[src/rtl/frame_assembler_pkg.sv]
// Shared types, constants and helpers for the frame assembler.
package frame_assembler_pkg;

  // Default frame geometry
  localparam int unsigned DefSamples        = 500;
  localparam int unsigned DefParamsPerFrame = 12;
  localparam int unsigned DefParamTable     = 48;

  typedef enum logic [2:0] {
    StIdle,
    StWait,
    StSound,
    StParam,
    StDone
  } state_e;

  // Ceiling log2, never below 1 so every derived bus has at least one bit
  function automatic int unsigned clog2(input int unsigned value);
    int unsigned res;
    res = 1;
    while ((64'd1 << res) < 64'(value)) res++;
    return res;
  endfunction

endpackage

[src/rtl/frame_assembler_tick_edge.sv]
// Registers the frame tick and produces a one-clock pulse on its rising edge.
module frame_assembler_tick_edge (
  input  logic clk,
  input  logic rst_n,
  input  logic msec,
  output logic tick
);

  logic msec_d, msec_q;

  // Next-state for the delayed copy of msec
  always_comb begin
    msec_d = msec;
  end

  // Delay register
  always_ff @(posedge clk or negedge rst_n) begin
    if (!rst_n) msec_q <= 1'b0;
    else        msec_q <= msec_d;
  end

  assign tick = msec & ~msec_q;

endmodule

[src/rtl/frame_assembler.sv]
// Ping-pong frame builder: sound words then flight words into one bank per tick,
// finished bank handed to the transmitter via tx_req/tx_ack.
module frame_assembler
  import frame_assembler_pkg::*;
#(
  parameter int unsigned CHANNELS         = 2,
  parameter int unsigned SAMPLE_W         = 16,
  parameter int unsigned SAMPLES          = DefSamples,
  parameter int unsigned PARAMS_PER_FRAME = DefParamsPerFrame,
  parameter int unsigned PARAM_TABLE      = DefParamTable,
  localparam int unsigned WORD_W          = CHANNELS * SAMPLE_W,
  localparam int unsigned FRAME_WORDS     = SAMPLES + PARAMS_PER_FRAME,
  localparam int unsigned SA_W            = clog2(SAMPLES),
  localparam int unsigned PA_W            = clog2(PARAM_TABLE),
  localparam int unsigned WA_W            = clog2(2 * FRAME_WORDS)
) (
  input  logic              clk,
  input  logic              rst_n,
  input  logic              timer,
  input  logic              msec,
  output logic [SA_W-1:0]   snd_addr,
  input  logic [WORD_W-1:0] snd_data,
  output logic [PA_W-1:0]   prm_addr,
  input  logic [WORD_W-1:0] prm_data,
  output logic              wr_en,
  output logic [WA_W-1:0]   wr_addr,
  output logic [WORD_W-1:0] wr_data,
  output logic              tx_req,
  output logic              tx_bank,
  input  logic              tx_ack,
  output logic              frame_rdy,
  output logic [3:0]        frame_cnt,
  output logic [7:0]        overrun_cnt,
  output logic [7:0]        drop_cnt
);

  localparam int unsigned PC_W = clog2(PARAMS_PER_FRAME + 1);

  logic tick;

  frame_assembler_tick_edge u_tick_edge (
    .clk   (clk),
    .rst_n (rst_n),
    .msec  (msec),
    .tick  (tick)
  );

  state_e            state_d, state_q;
  logic              timer_seen_d, timer_seen_q;
  logic              bank_d, bank_q;
  logic [SA_W-1:0]   snd_addr_d, snd_addr_q;
  logic [PA_W-1:0]   prm_addr_d, prm_addr_q;
  logic [PC_W-1:0]   prm_cnt_d, prm_cnt_q;
  logic              wr_en_d, wr_en_q;
  logic              wr_sel_d, wr_sel_q;
  logic [WA_W-1:0]   wr_addr_d, wr_addr_q;
  logic              tx_req_d, tx_req_q;
  logic              tx_bank_d, tx_bank_q;
  logic              frame_rdy_d, frame_rdy_q;
  logic [3:0]        frame_cnt_d, frame_cnt_q;
  logic [7:0]        overrun_d, overrun_q;
  logic [7:0]        drop_d, drop_q;
  logic [WA_W-1:0]   bank_base;

  assign bank_base = bank_q ? WA_W'(FRAME_WORDS) : '0;

  // Next-state: FSM, address counters, handshake and statistics
  always_comb begin
    state_d      = state_q;
    timer_seen_d = timer_seen_q | timer;
    bank_d       = bank_q;
    snd_addr_d   = snd_addr_q;
    prm_addr_d   = prm_addr_q;
    prm_cnt_d    = prm_cnt_q;
    wr_en_d      = 1'b0;
    wr_sel_d     = wr_sel_q;
    wr_addr_d    = wr_addr_q;
    tx_req_d     = tx_req_q;
    tx_bank_d    = tx_bank_q;
    frame_rdy_d  = 1'b0;
    frame_cnt_d  = frame_cnt_q;
    overrun_d    = overrun_q;
    drop_d       = drop_q;

    if (tx_req_q && tx_ack) tx_req_d = 1'b0;

    // Ticks during assembly are counted and thrown away
    if (tick && (state_q inside {StSound, StParam, StDone}) && (overrun_q != 8'hFF)) begin
      overrun_d = overrun_q + 8'd1;
    end

    unique case (state_q)
      StIdle: begin
        if (timer_seen_d) state_d = StWait;
      end
      StWait: begin
        if (tick) begin
          frame_rdy_d = 1'b1;
          frame_cnt_d = frame_cnt_q + 4'd1;
          snd_addr_d  = '0;
          state_d     = StSound;
        end
      end
      StSound: begin
        wr_en_d   = 1'b1;
        wr_sel_d  = 1'b0;
        wr_addr_d = bank_base + WA_W'(snd_addr_q);
        if (snd_addr_q == SA_W'(SAMPLES - 1)) state_d = StParam;
        else snd_addr_d = snd_addr_q + 1'b1;
      end
      StParam: begin
        if (prm_cnt_q != PC_W'(PARAMS_PER_FRAME)) begin
          wr_en_d    = 1'b1;
          wr_sel_d   = 1'b1;
          wr_addr_d  = bank_base + WA_W'(SAMPLES) + WA_W'(prm_cnt_q);
          prm_cnt_d  = prm_cnt_q + 1'b1;
          prm_addr_d = (prm_addr_q == PA_W'(PARAM_TABLE - 1)) ? '0 : prm_addr_q + 1'b1;
        end else begin
          // Extra cycle lets the last flight word land before DONE
          prm_cnt_d = '0;
          state_d   = StDone;
        end
      end
      StDone: begin
        // An ack in this same clock frees the slot, so the new bank is offered
        if (!tx_req_q || tx_ack) begin
          tx_req_d  = 1'b1;
          tx_bank_d = bank_q;
          bank_d    = ~bank_q;
        end else if (drop_q != 8'hFF) begin
          drop_d = drop_q + 8'd1;
        end
        state_d = StWait;
      end
      default: state_d = StIdle;
    endcase
  end

  // State registers
  always_ff @(posedge clk or negedge rst_n) begin
    if (!rst_n) begin
      state_q      <= StIdle;
      timer_seen_q <= 1'b0;
      bank_q       <= 1'b0;
      snd_addr_q   <= '0;
      prm_addr_q   <= '0;
      prm_cnt_q    <= '0;
      wr_en_q      <= 1'b0;
      wr_sel_q     <= 1'b0;
      wr_addr_q    <= '0;
      tx_req_q     <= 1'b0;
      tx_bank_q    <= 1'b0;
      frame_rdy_q  <= 1'b0;
      frame_cnt_q  <= '0;
      overrun_q    <= '0;
      drop_q       <= '0;
    end else begin
      state_q      <= state_d;
      timer_seen_q <= timer_seen_d;
      bank_q       <= bank_d;
      snd_addr_q   <= snd_addr_d;
      prm_addr_q   <= prm_addr_d;
      prm_cnt_q    <= prm_cnt_d;
      wr_en_q      <= wr_en_d;
      wr_sel_q     <= wr_sel_d;
      wr_addr_q    <= wr_addr_d;
      tx_req_q     <= tx_req_d;
      tx_bank_q    <= tx_bank_d;
      frame_rdy_q  <= frame_rdy_d;
      frame_cnt_q  <= frame_cnt_d;
      overrun_q    <= overrun_d;
      drop_q       <= drop_d;
    end
  end

  // Read data arrives one clock after its address, aligned with wr_en_q
  assign wr_data     = !wr_en_q ? '0 : (wr_sel_q ? prm_data : snd_data);
  assign snd_addr    = snd_addr_q;
  assign prm_addr    = prm_addr_q;
  assign wr_en       = wr_en_q;
  assign wr_addr     = wr_addr_q;
  assign tx_req      = tx_req_q;
  assign tx_bank     = tx_bank_q;
  assign frame_rdy   = frame_rdy_q;
  assign frame_cnt   = frame_cnt_q;
  assign overrun_cnt = overrun_q;
  assign drop_cnt    = drop_q;

endmodule

[config.mk]
export PLATFORM = sky130hd
export DESIGN_NAME = frame_assembler
export DESIGN_NICKNAME = d
export VERILOG_FILES = /design/src/rtl/frame_assembler_pkg.sv /design/src/rtl/frame_assembler_tick_edge.sv /design/src/rtl/frame_assembler.sv
export SDC_FILE = /design/constraint.sdc
export NUM_CORES = 1
export LEC_CHECK = 0
export ABC_AREA = 1
export BUFFER_PORTS_ARGS = -buffer_cell sky130_fd_sc_hd__clkbuf_2
export CAP_MARGIN = 25
export CORE_MARGIN = 2
export CORE_UTILIZATION = 30
export CTS_BUF_LIST = sky130_fd_sc_hd__clkbuf_16
export DETAILED_ROUTE_END_ITERATION = 8
export GPL_TIMING_DRIVEN = 1
export PLACE_DENSITY_LB_ADDON = 0.3
export SYNTH_ARGS = -nofsm -noshare
export SYNTH_HDL_FRONTEND = slang
export SYNTH_SLANG_ARGS = --single-unit
[constraint.sdc]
create_clock -name clk -period 2.2 [get_ports clk]
set_input_delay 0.44 -clock clk [delete_from_list [all_inputs] [get_ports clk]]
set_output_delay 0.44 -clock clk [all_outputs]
set_load 0.005 [all_outputs]
# ---- Word-level counts from Yosys, hierarchy flattened
# Cells that the tools add are included.
dict set report totals {
  register_bits 60
  wordCells 85
  input_bits 69
}
dict set report op_classes {
  muxes 24
  addsub 9
  n_eq_ne 15
  bitwise 5
  reduce_logical 16
}
# operator n
set op_table {}
lappend op_table {{$mux W32} 2}
lappend op_table {{$mux W10} 2}
lappend op_table {{$pmux W10 S2} 1}
lappend op_table {{$mux W9} 2}
lappend op_table {{$pmux W9 S2} 1}
lappend op_table {{$add A8 B1 Y8 const B} 2}
lappend op_table {{$ne A8 B8 Y1 const B} 2}
lappend op_table {{$pmux W3 S5} 1}
lappend op_table {{$mux W3} 4}
lappend op_table {{$add A10 B4 Y10} 1}
lappend op_table {{$add A10 B9 Y10} 1}
lappend op_table {{$add A10 B9 Y10 const B} 1}
lappend op_table {{$add A9 B1 Y9 const B} 1}
lappend op_table {{$eq A9 B9 Y1 const B} 1}
lappend op_table {{$add A4 B1 Y4 const B} 2}
lappend op_table {{$ne A2 B2 Y1 const B} 4}
lappend op_table {{$reduce_and A2 Y1} 4}
lappend op_table {{$mux W1} 7}
lappend op_table {{$add A6 B1 Y6 const B} 1}
lappend op_table {{$eq A3 B2 Y1 const B} 2}
lappend op_table {{$eq A6 B6 Y1 const B} 1}
lappend op_table {{$mux W6} 1}
lappend op_table {{$reduce_and A3 Y1} 2}
lappend op_table {{$mux W4} 1}
lappend op_table {{15 further kinds} 22}

# ---- Logic depth before layout (Yosys ltp)
# Gate-level depths: netlist of run 1.
dict set report logic_depth {
  depth_word 5
  mapped_depth 9
  mapped_depth_nobuf 9
}

# ---- Modules after synthesis
# From an unflattened synthesis of run 1, not the netlist that was laid out.
dict set report unflattened {
  cells_unflattened 495
  area_unflattened_um2 3513.4
}
# mod instances area_each_um2 seq_area_each_um2 cells_per_inst
set by_module_without_submodules {}
lappend by_module_without_submodules {frame_assembler 1 3478.3 1476.4 492}
lappend by_module_without_submodules {frame_assembler_tick_edge 1 35.0 25.0 3}

# ---- Worst setup path before layout of run 1
# Ideal clock, no wire load.
dict set report synth_path {
  path_type {register to output}
  start {reg wr_sel_q}
  end {out wr_data[10]}
  path_buffers 1
  stages_incl_launch_ff 5
  t_arrival_ps 980
  path_slack_ps 780
  required_time_ps 1760
  cell_sequence {dfrtp_1 -> inv_1 -> buf_1 -> nor2_1 -> nor2_1}
}
dict set report synth_between {
  elab_chain_len 2
}
# element line_no
set synth_rtl {}
lappend synth_rtl {{from (decl)} frame_assembler.sv:55} ;# logic wr_sel_d, wr_sel_q;
lappend synth_rtl {{from (signal assigned)} frame_assembler.sv:165} ;# wr_sel_q <= wr_sel_d;
lappend synth_rtl {{$mux W32 (2 in series)} frame_assembler.sv:177} ;# assign wr_data = !wr_en_q ? '0 : (wr_sel_q ? prm_data : snd_data);
lappend synth_rtl {{to (decl)} frame_assembler.sv:27} ;# output logic [WORD_W-1:0] wr_data,
# Every way passes these cells.

# ---- Worst setup path in the final report of run 1
dict set report layout_path {
  start {reg wr_sel_q}
  end {out wr_data[9]}
}
# The elaborated chain is that of the path after synthesis.

==> run metrics, run 1 <==
run status=finished clean; Final Hold Violating Endpoints=0; worst-case headroom to the max-slew limit=75.2%; vias in the first global route=3399; cell area after placement=0.00441 mm^2; biggest fanout along the worst timing path=33; initial standard-cell utilization of the core=a little under a third; die width=112 um; vias after detailed routing=about 3600; sequence of cells on the critical path=inv_1 > buf_4 > nor2_1 > nor2_1 > clkbuf_2; cell count after synthesis=496; number of nets in the layout=approximately 730; Die Outline Area=0.0125 mm^2; kind of end point of the critical path=output port; capture instance of the worst register-to-register path=wr_addr[7]; Post-Syn Area per Cell=between 7 and 8 um^2; number of DRC markers in iteration 0=174; Clock Tree Root=clkbuf_16; setup_tns=0 ns; switching power summed over all nets=2.43 mW; number of setup buffers added after CTS=0; count of input and output buffers=149; Post-Syn Area=about 0.0035 mm^2; final routed DRC violation total=0; area of the multi-input gates=0.00176 mm^2; met3 wire length=just over 600 um; stage delay of the slowest cell on the critical path=0.37 ns; Top Metal Used=met4; # fillers=1189; cts repair resizes=0; detailed-route vias per instance=4.52; Max-cap violations=0; depth of the worst register-to-register path=9; detailed-route wire length on metal 1=between 3 and 4 mm; arrival time worst endpoint=around 1.5 ns; first-pass detailed-route iteration total=4; register area share after synthesis=42.9%; number of max-slew violations in the final report=0; sequential standard cell area=0.00150 mm^2; hpwl dp=around 7.4 mm; share of layout cells above drive strength 1=between 20 and 30%; Switching Fraction=a little over two fifths; number of gates on the worst path with buffers counted=5; met2 layer wire length in the routed design=~4.9 mm; end of the critical path=wr_data[9]; H-tree levels=3; CTS tree=built; initial antenna violation count=0; leading cell types in the layout, fill and taps excluded=158 x nand2_1, 149 x clkbuf_2, 91 x nor2_1; placeable core region=0.0114 mm^2; unrepaired setup endpoints after global routing=no; largest net degree at the start of global routing=just over 60; Clock Skew=0.00492 ns; wire length per cell=12.1 um; period utilization=87.8%; GRT Overall Usage=~16%; TritonCTS Buffers=9; Worst Path Class, Setup=flip-flop to output port; cell row count=39; combinational share of power=47.7%; area delta synth->final=33.3%; total wire length=9.61 mm; Internal=3.21 mW; number of distinct library cells after synthesis=29; Highest Clock Rate=between 500 and 600 MHz; most frequent cell on the critical path=nor2_1; first-pass GRT wire length=16.1 mm; Synthesis Warnings=0; total nets after synthesis=573; delay-heaviest family, CP=buffers and inverters; count of pins on the block boundary=150; clock transition time at the flip-flop clock pins of the worst setup and hold paths=0.05 ns; clock sinks=60; Hold Buf Count CTS=0; remaining antenna violation count=0; worst min-delay path class=primary input to asynchronous set/reset pin; worst setup path startpoint=wr_sel_q; slew of the pin with the lowest slew margin=between 0.3 and 0.4 ns; register share of total power=a little under a third; most frequent standard cell in the layout excluding fill and tap cells=nand2_1; WP buf/inv=3; setup violation total in the final timing report=0; Reg2Reg Launch Point=prm_cnt_q[0]; clock latency of the later-clocked register in the worst-skew pair=0.32 ns; largest vdd supply drop=0.510 mV; total inserted antenna cells=0; buffers from clock root to sink, at most=2; leakage power total=2.57 nW; final cell area excluding filler cells=0.00466 mm^2; final weighted congestion in routability-driven placement=0.858; Required @ worst endpoint=about 1.8 ns; grt total ovfl=0; crit start category=flip-flop; final worst path period need=slightly below 2 ns; Yosys reg bits=60; Die Height=about 110 um; clock network fraction of total power=21.0%; power density over the cells=1210 mW/mm^2; worst reg2reg setup slack=around 0.52 ns; CP max-delay cell=dfrtp_1
==> sequential cells by signal, indices dropped and copies added (netlist names), 3 cells and up <==
| name | count |
|---|---|
| drop_cnt | 8 |
| frame_cnt | 4 |
| overrun_cnt | 8 |
| prm_addr | 6 |
| prm_cnt_q | 4 |
| snd_addr | 9 |
| state_q | 3 |
| wr_addr | 10 |
==> kinds of logic (layout without fill, tap and decap cells) <==
| logic type | Yosys count | in the layout | synth area share [%] |
|---|---|---|---|
| compound gates | 58 | 58 | 8.37 |
| fa+ha+maj | 8 | 8 | 2.86 |
| xor+xnor | 18 | 18 | 4.51 |
| flops | 60 | 60 | 42.9 |
| buf+inv | 57 | 213 | 6.69 |
| simple gates | 295 | 295 | 34.6 |
==> through the flow <==
step	hold WS, ns	util (%)	worst slack (ns)	instances	total power, mW
after detailed placement	0.460	38.7	0.529	781	4.51
after floorplan	0.144	-	0.780	496	3.42
final	0.115	40.8	0.269	795	5.64
after global placement	0.458	38.7	0.595	781	4.44
after global routing	0.138	40.8	0.176	795	6.18
after CTS	0.133	40.8	0.258	795	5.72
==> synth_stat cells <==
| master | count | area (um^2) |
|---|---|---|
| a21boi_0 | 1 | 7.51 |
| buf_1 | 3 | 11.3 |
| buf_2 | 1 | 5.00 |
| buf_4 | 2 | 15.0 |
| buf_6 | 1 | 11.3 |
| clkbuf_1 | 6 | 22.5 |
| clkinv_1 | 1 | 3.75 |
| clkinv_2 | 1 | 5.00 |
| dfrtp_1 | 60 | 1500 |
| ha_1 | 8 | 100 |
| inv_1 | 35 | 131 |
| inv_2 | 6 | 22.5 |
| inv_4 | 1 | 6.26 |
| nand2_1 | 158 | 593 |
| nand2_2 | 1 | 6.26 |
| nand2_4 | 1 | 11.3 |
| nand3_1 | 29 | 145 |
| nand3_2 | 2 | 20.0 |
| nand3b_1 | 3 | 22.5 |
| nand4_1 | 3 | 18.8 |
| nor2_1 | 91 | 342 |
| nor2_4 | 2 | 22.5 |
| nor3_1 | 3 | 15.0 |
| o21ai_0 | 43 | 215 |
| o21ai_1 | 14 | 70.1 |
| or2_2 | 1 | 6.26 |
| or2_4 | 1 | 8.76 |
| xnor2_1 | 9 | 78.8 |
| xor2_1 | 9 | 78.8 |
==> per-layer routing <==
metal,track usage (%),up-vias
met1,18.5,1602
li1,-,1860
met2,27.6,120
met3,3.81,11
met4,5.37,0
met5,0,-
==> worst register-to-register path, stage by stage, from the launching register on <==
cell,delay (ns)
dfrtp_1,0.41
inv_1,0.09
ha_1,0.16
nand2_1,0.09
nand2_4,0.13
inv_4,0.08
nor2_4,0.25
clkinv_2,0.21
nand2_1,0.10
nand2_1,0.05
==> power by group through the flow <==
stage               registers [mW]  clock network [mW]  logic [mW]
global route                  1.82                1.28        3.09
detailed placement            1.78                   0        2.73
global placement              1.77                   0        2.67
finish                        1.76                1.19        2.69
floorplan                     1.75                   0        1.67
CTS                           1.77                1.22        2.74
==> cell type report <==
cell class / count / share of cell area (%)
inverter: 44 / 3.62
timing repair buffer: 155 / 17.2
clock inverter: 5 / 0.456
sequential: 60 / 32.2
clock buffer: 9 / 4.83
multi-input combinational: 379 / 37.8
tap: 143 / 3.84
==> worst min path at each step <==
| stage | slack, ns | end | from | cells after the start |
|---|---|---|---|---|
| 2_1_floorplan | 0.14 | bank_q | rst_n | 0 |
| 3_3_place_gp | 0.46 | timer_seen_q | timer_seen_q | 2 |
| 3_5_place_dp | 0.46 | frame_cnt[3] | frame_cnt[3] | 1 |
| 4_1_cts | 0.13 | overrun_cnt[5] | rst_n | 2 |
| 5_1_grt | 0.14 | overrun_cnt[7] | rst_n | 2 |
| 6_report | 0.11 | overrun_cnt[7] | rst_n | 2 |
No activity file was read; power rests on OpenSTA's default activity.
==> run 2, diff against run 1 <==
Settings changed: MAX_ROUTING_LAYER set to met4, PLACE_DENSITY_LB_ADDON 0.3 to unset.
==> run metrics, run 2 (synthesis results as in run 1) <==
remaining antenna violation count=0 (unchanged); grt total ovfl=0 (unchanged); final routed DRC violation total=0 (unchanged); H-tree levels=3 (unchanged); capture instance of the worst register-to-register path=overrun_cnt[1]; biggest fanout along the worst timing path=23 (-30%); stage delay of the slowest cell on the critical path=0.37 ns (about the same); depth of the worst register-to-register path=8 (-1); slew of the pin with the lowest slew margin=0.374 ns (+0.00350 ns); CTS tree=built; minimum setup slack in the final design=0.181 ns (-0.0884 ns); TritonCTS Buffers=9 (unchanged); total inserted antenna cells=0 (unchanged); sequence of cells on the critical path=inv_1 > buf_12 > nor2_1 > nor2_1 > clkbuf_2; final worst path period need=2.02 ns (+0.0884 ns); first-pass detailed-route iteration total=6 (+2); wire length per cell=12.1 um (+0.23%); Clock Skew=0.00959 ns (+0.00467 ns); clock network fraction of total power=25.5% (+4.5 points); Max-cap violations=0 (unchanged); leakage power total=2.62 nW (+1.6%); end of the critical path=wr_data[5]; clock latency of the later-clocked register in the worst-skew pair=0.33 ns (about the same); worst setup path startpoint=wr_sel_q; register share of total power=29.2% (-2.1 points); power density over the cells=1270 mW/mm^2 (+4.6%); largest net degree at the start of global routing=61 (unchanged); number of flip-flops under the largest register name=10 (unchanged); number of gates on the worst path with buffers counted=5 (unchanged); kind of end point of the critical path=output port; run status=finished clean; arrival time worst endpoint=1.58 ns (+0.09 ns); Clock Tree Root=clkbuf_16; area delta synth->final=36.1%; final weighted congestion in routability-driven placement=0.836 (-2.6%); count of pins on the block boundary=150 (unchanged); Switching Fraction=41.7% (-1.5 points); Die Height=112 um (unchanged); number of max-slew violations in the final report=0 (unchanged); delay-heaviest family, CP=buffers and inverters; most frequent cell on the critical path=nor2_1; Internal=3.51 mW (+9.6%); Required @ worst endpoint=1.76 ns (about the same); detailed-route vias per instance=4.59 (+1.5%); die width=112 um (unchanged); period utilization=91.8% (+4.0 points); most frequent standard cell in the layout excluding fill and tap cells=nand2_1; clock transition time at the flip-flop clock pins of the worst setup and hold paths=0.06 ns (about the same); Final Hold Violating Endpoints=0 (unchanged); initial antenna violation count=0 (unchanged); setup_tns=0 ns (unchanged); Highest Clock Rate=495 MHz (-4.4%); leading cell types in the layout, fill and taps excluded=158 x nand2_1, 149 x clkbuf_2, 91 x nor2_1; hpwl dp=7.54 mm (+2.2%); switching power summed over all nets=2.51 mW (+3.1%); Die Outline Area=0.0125 mm^2 (unchanged); Reg2Reg Launch Point=overrun_cnt[0]; buffers from clock root to sink, at most=2 (unchanged); share of layout cells above drive strength 1=28.7% (+0.79 points); placeable core region=0.0114 mm^2 (unchanged); worst reg2reg setup slack=0.61 ns (+0.09 ns); setup violation total in the final timing report=0 (unchanged); GRT Overall Usage=16.0% (+0.34 points); CP max-delay cell=dfrtp_1; initial standard-cell utilization of the core=30.6% (unchanged); cts repair resizes=0 (unchanged); worst min-delay path class=primary input to asynchronous set/reset pin; worst hold slack after final layout=0.0947 ns (-0.0198 ns); WP buf/inv=3 (unchanged); cell row count=39 (unchanged); Worst Path Class, Setup=flip-flop to output port; clock sinks=60 (unchanged); count of input and output buffers=149 (unchanged); vias after detailed routing=3659 (+1.8%); worst-case headroom to the max-slew limit=75.0% (-0.20 points); total wire length=9.67 mm (+0.60%); Hold Buf Count CTS=0 (unchanged); first-pass GRT wire length=15.9 mm (-1.2%); vias in the first global route=3481 (+2.4%); number of nets in the layout=727 (+0.14%); number of DRC markers in iteration 0=169 (-2.9%); largest vdd supply drop=0.565 mV (+11%); crit start category=flip-flop; number of setup buffers added after CTS=0 (unchanged); combinational share of power=45.3% (-2.4 points); unrepaired setup endpoints after global routing=no; worst slack after detailed placement=0.489 ns (-0.0403 ns); Finished Core Util=41.7% (+0.85 points)
==> run 2: cell types whose count changed in the layout (fill, tap and decap cells not counted), sizes merged <==
cell,change
clkinv,-3
bufinv,+2
inv,+2
buf,+1
clkinvlp,+1
==> run 2: power by group through the flow <==
stage          logic (mW)  registers (mW)  clock network (mW)
5_1_grt              3.15            1.81                1.61
3_3_place_gp         2.70            1.77                   0
3_5_place_dp         2.77            1.78                   0
6_report             2.73            1.76                1.53
4_1_cts              2.78            1.76                1.57
2_1_floorplan        1.67            1.75                   0
==> run 2: metal layers <==
metal	track usage (%)	wire (um)	up-vias
met5	-	0	-
met4	6.02	180	0
met3	3.27	584	14
met2	27.3	4860	126
met1	18.5	4040	1651
li1	-	-	1868
==> run 2: worst min-delay path by stage <==
stage	startpoint	endpoint	slack [ns]
3_3_place_gp	timer_seen_q	timer_seen_q	0.45
3_5_place_dp	timer_seen_q	timer_seen_q	0.46
6_report	rst_n	overrun_cnt[7]	0.09
5_1_grt	rst_n	overrun_cnt[7]	0.13
4_1_cts	rst_n	overrun_cnt[5]	0.12
2_1_floorplan	rst_n	bank_q	0.14
==> run 2: stage by stage <==
stage                     total power, mW  instances  area [um^2]
after floorplan                      3.42        496         3500
after global placement               4.47        782         4430
after detailed placement             4.55        782         4430
after CTS                            6.11        798         4760
after global routing                 6.57        798         4760
final                                6.02        798         4760
==> run 2: final cells by class <==
type	count	area [um^2]
sequential	60	1500
timing repair buffer	156	823
tap	143	179
clock inverter	7	98.8
multi-input combinational	379	1760
clock buffer	9	225
fill	1181	6660
inverter	44	169
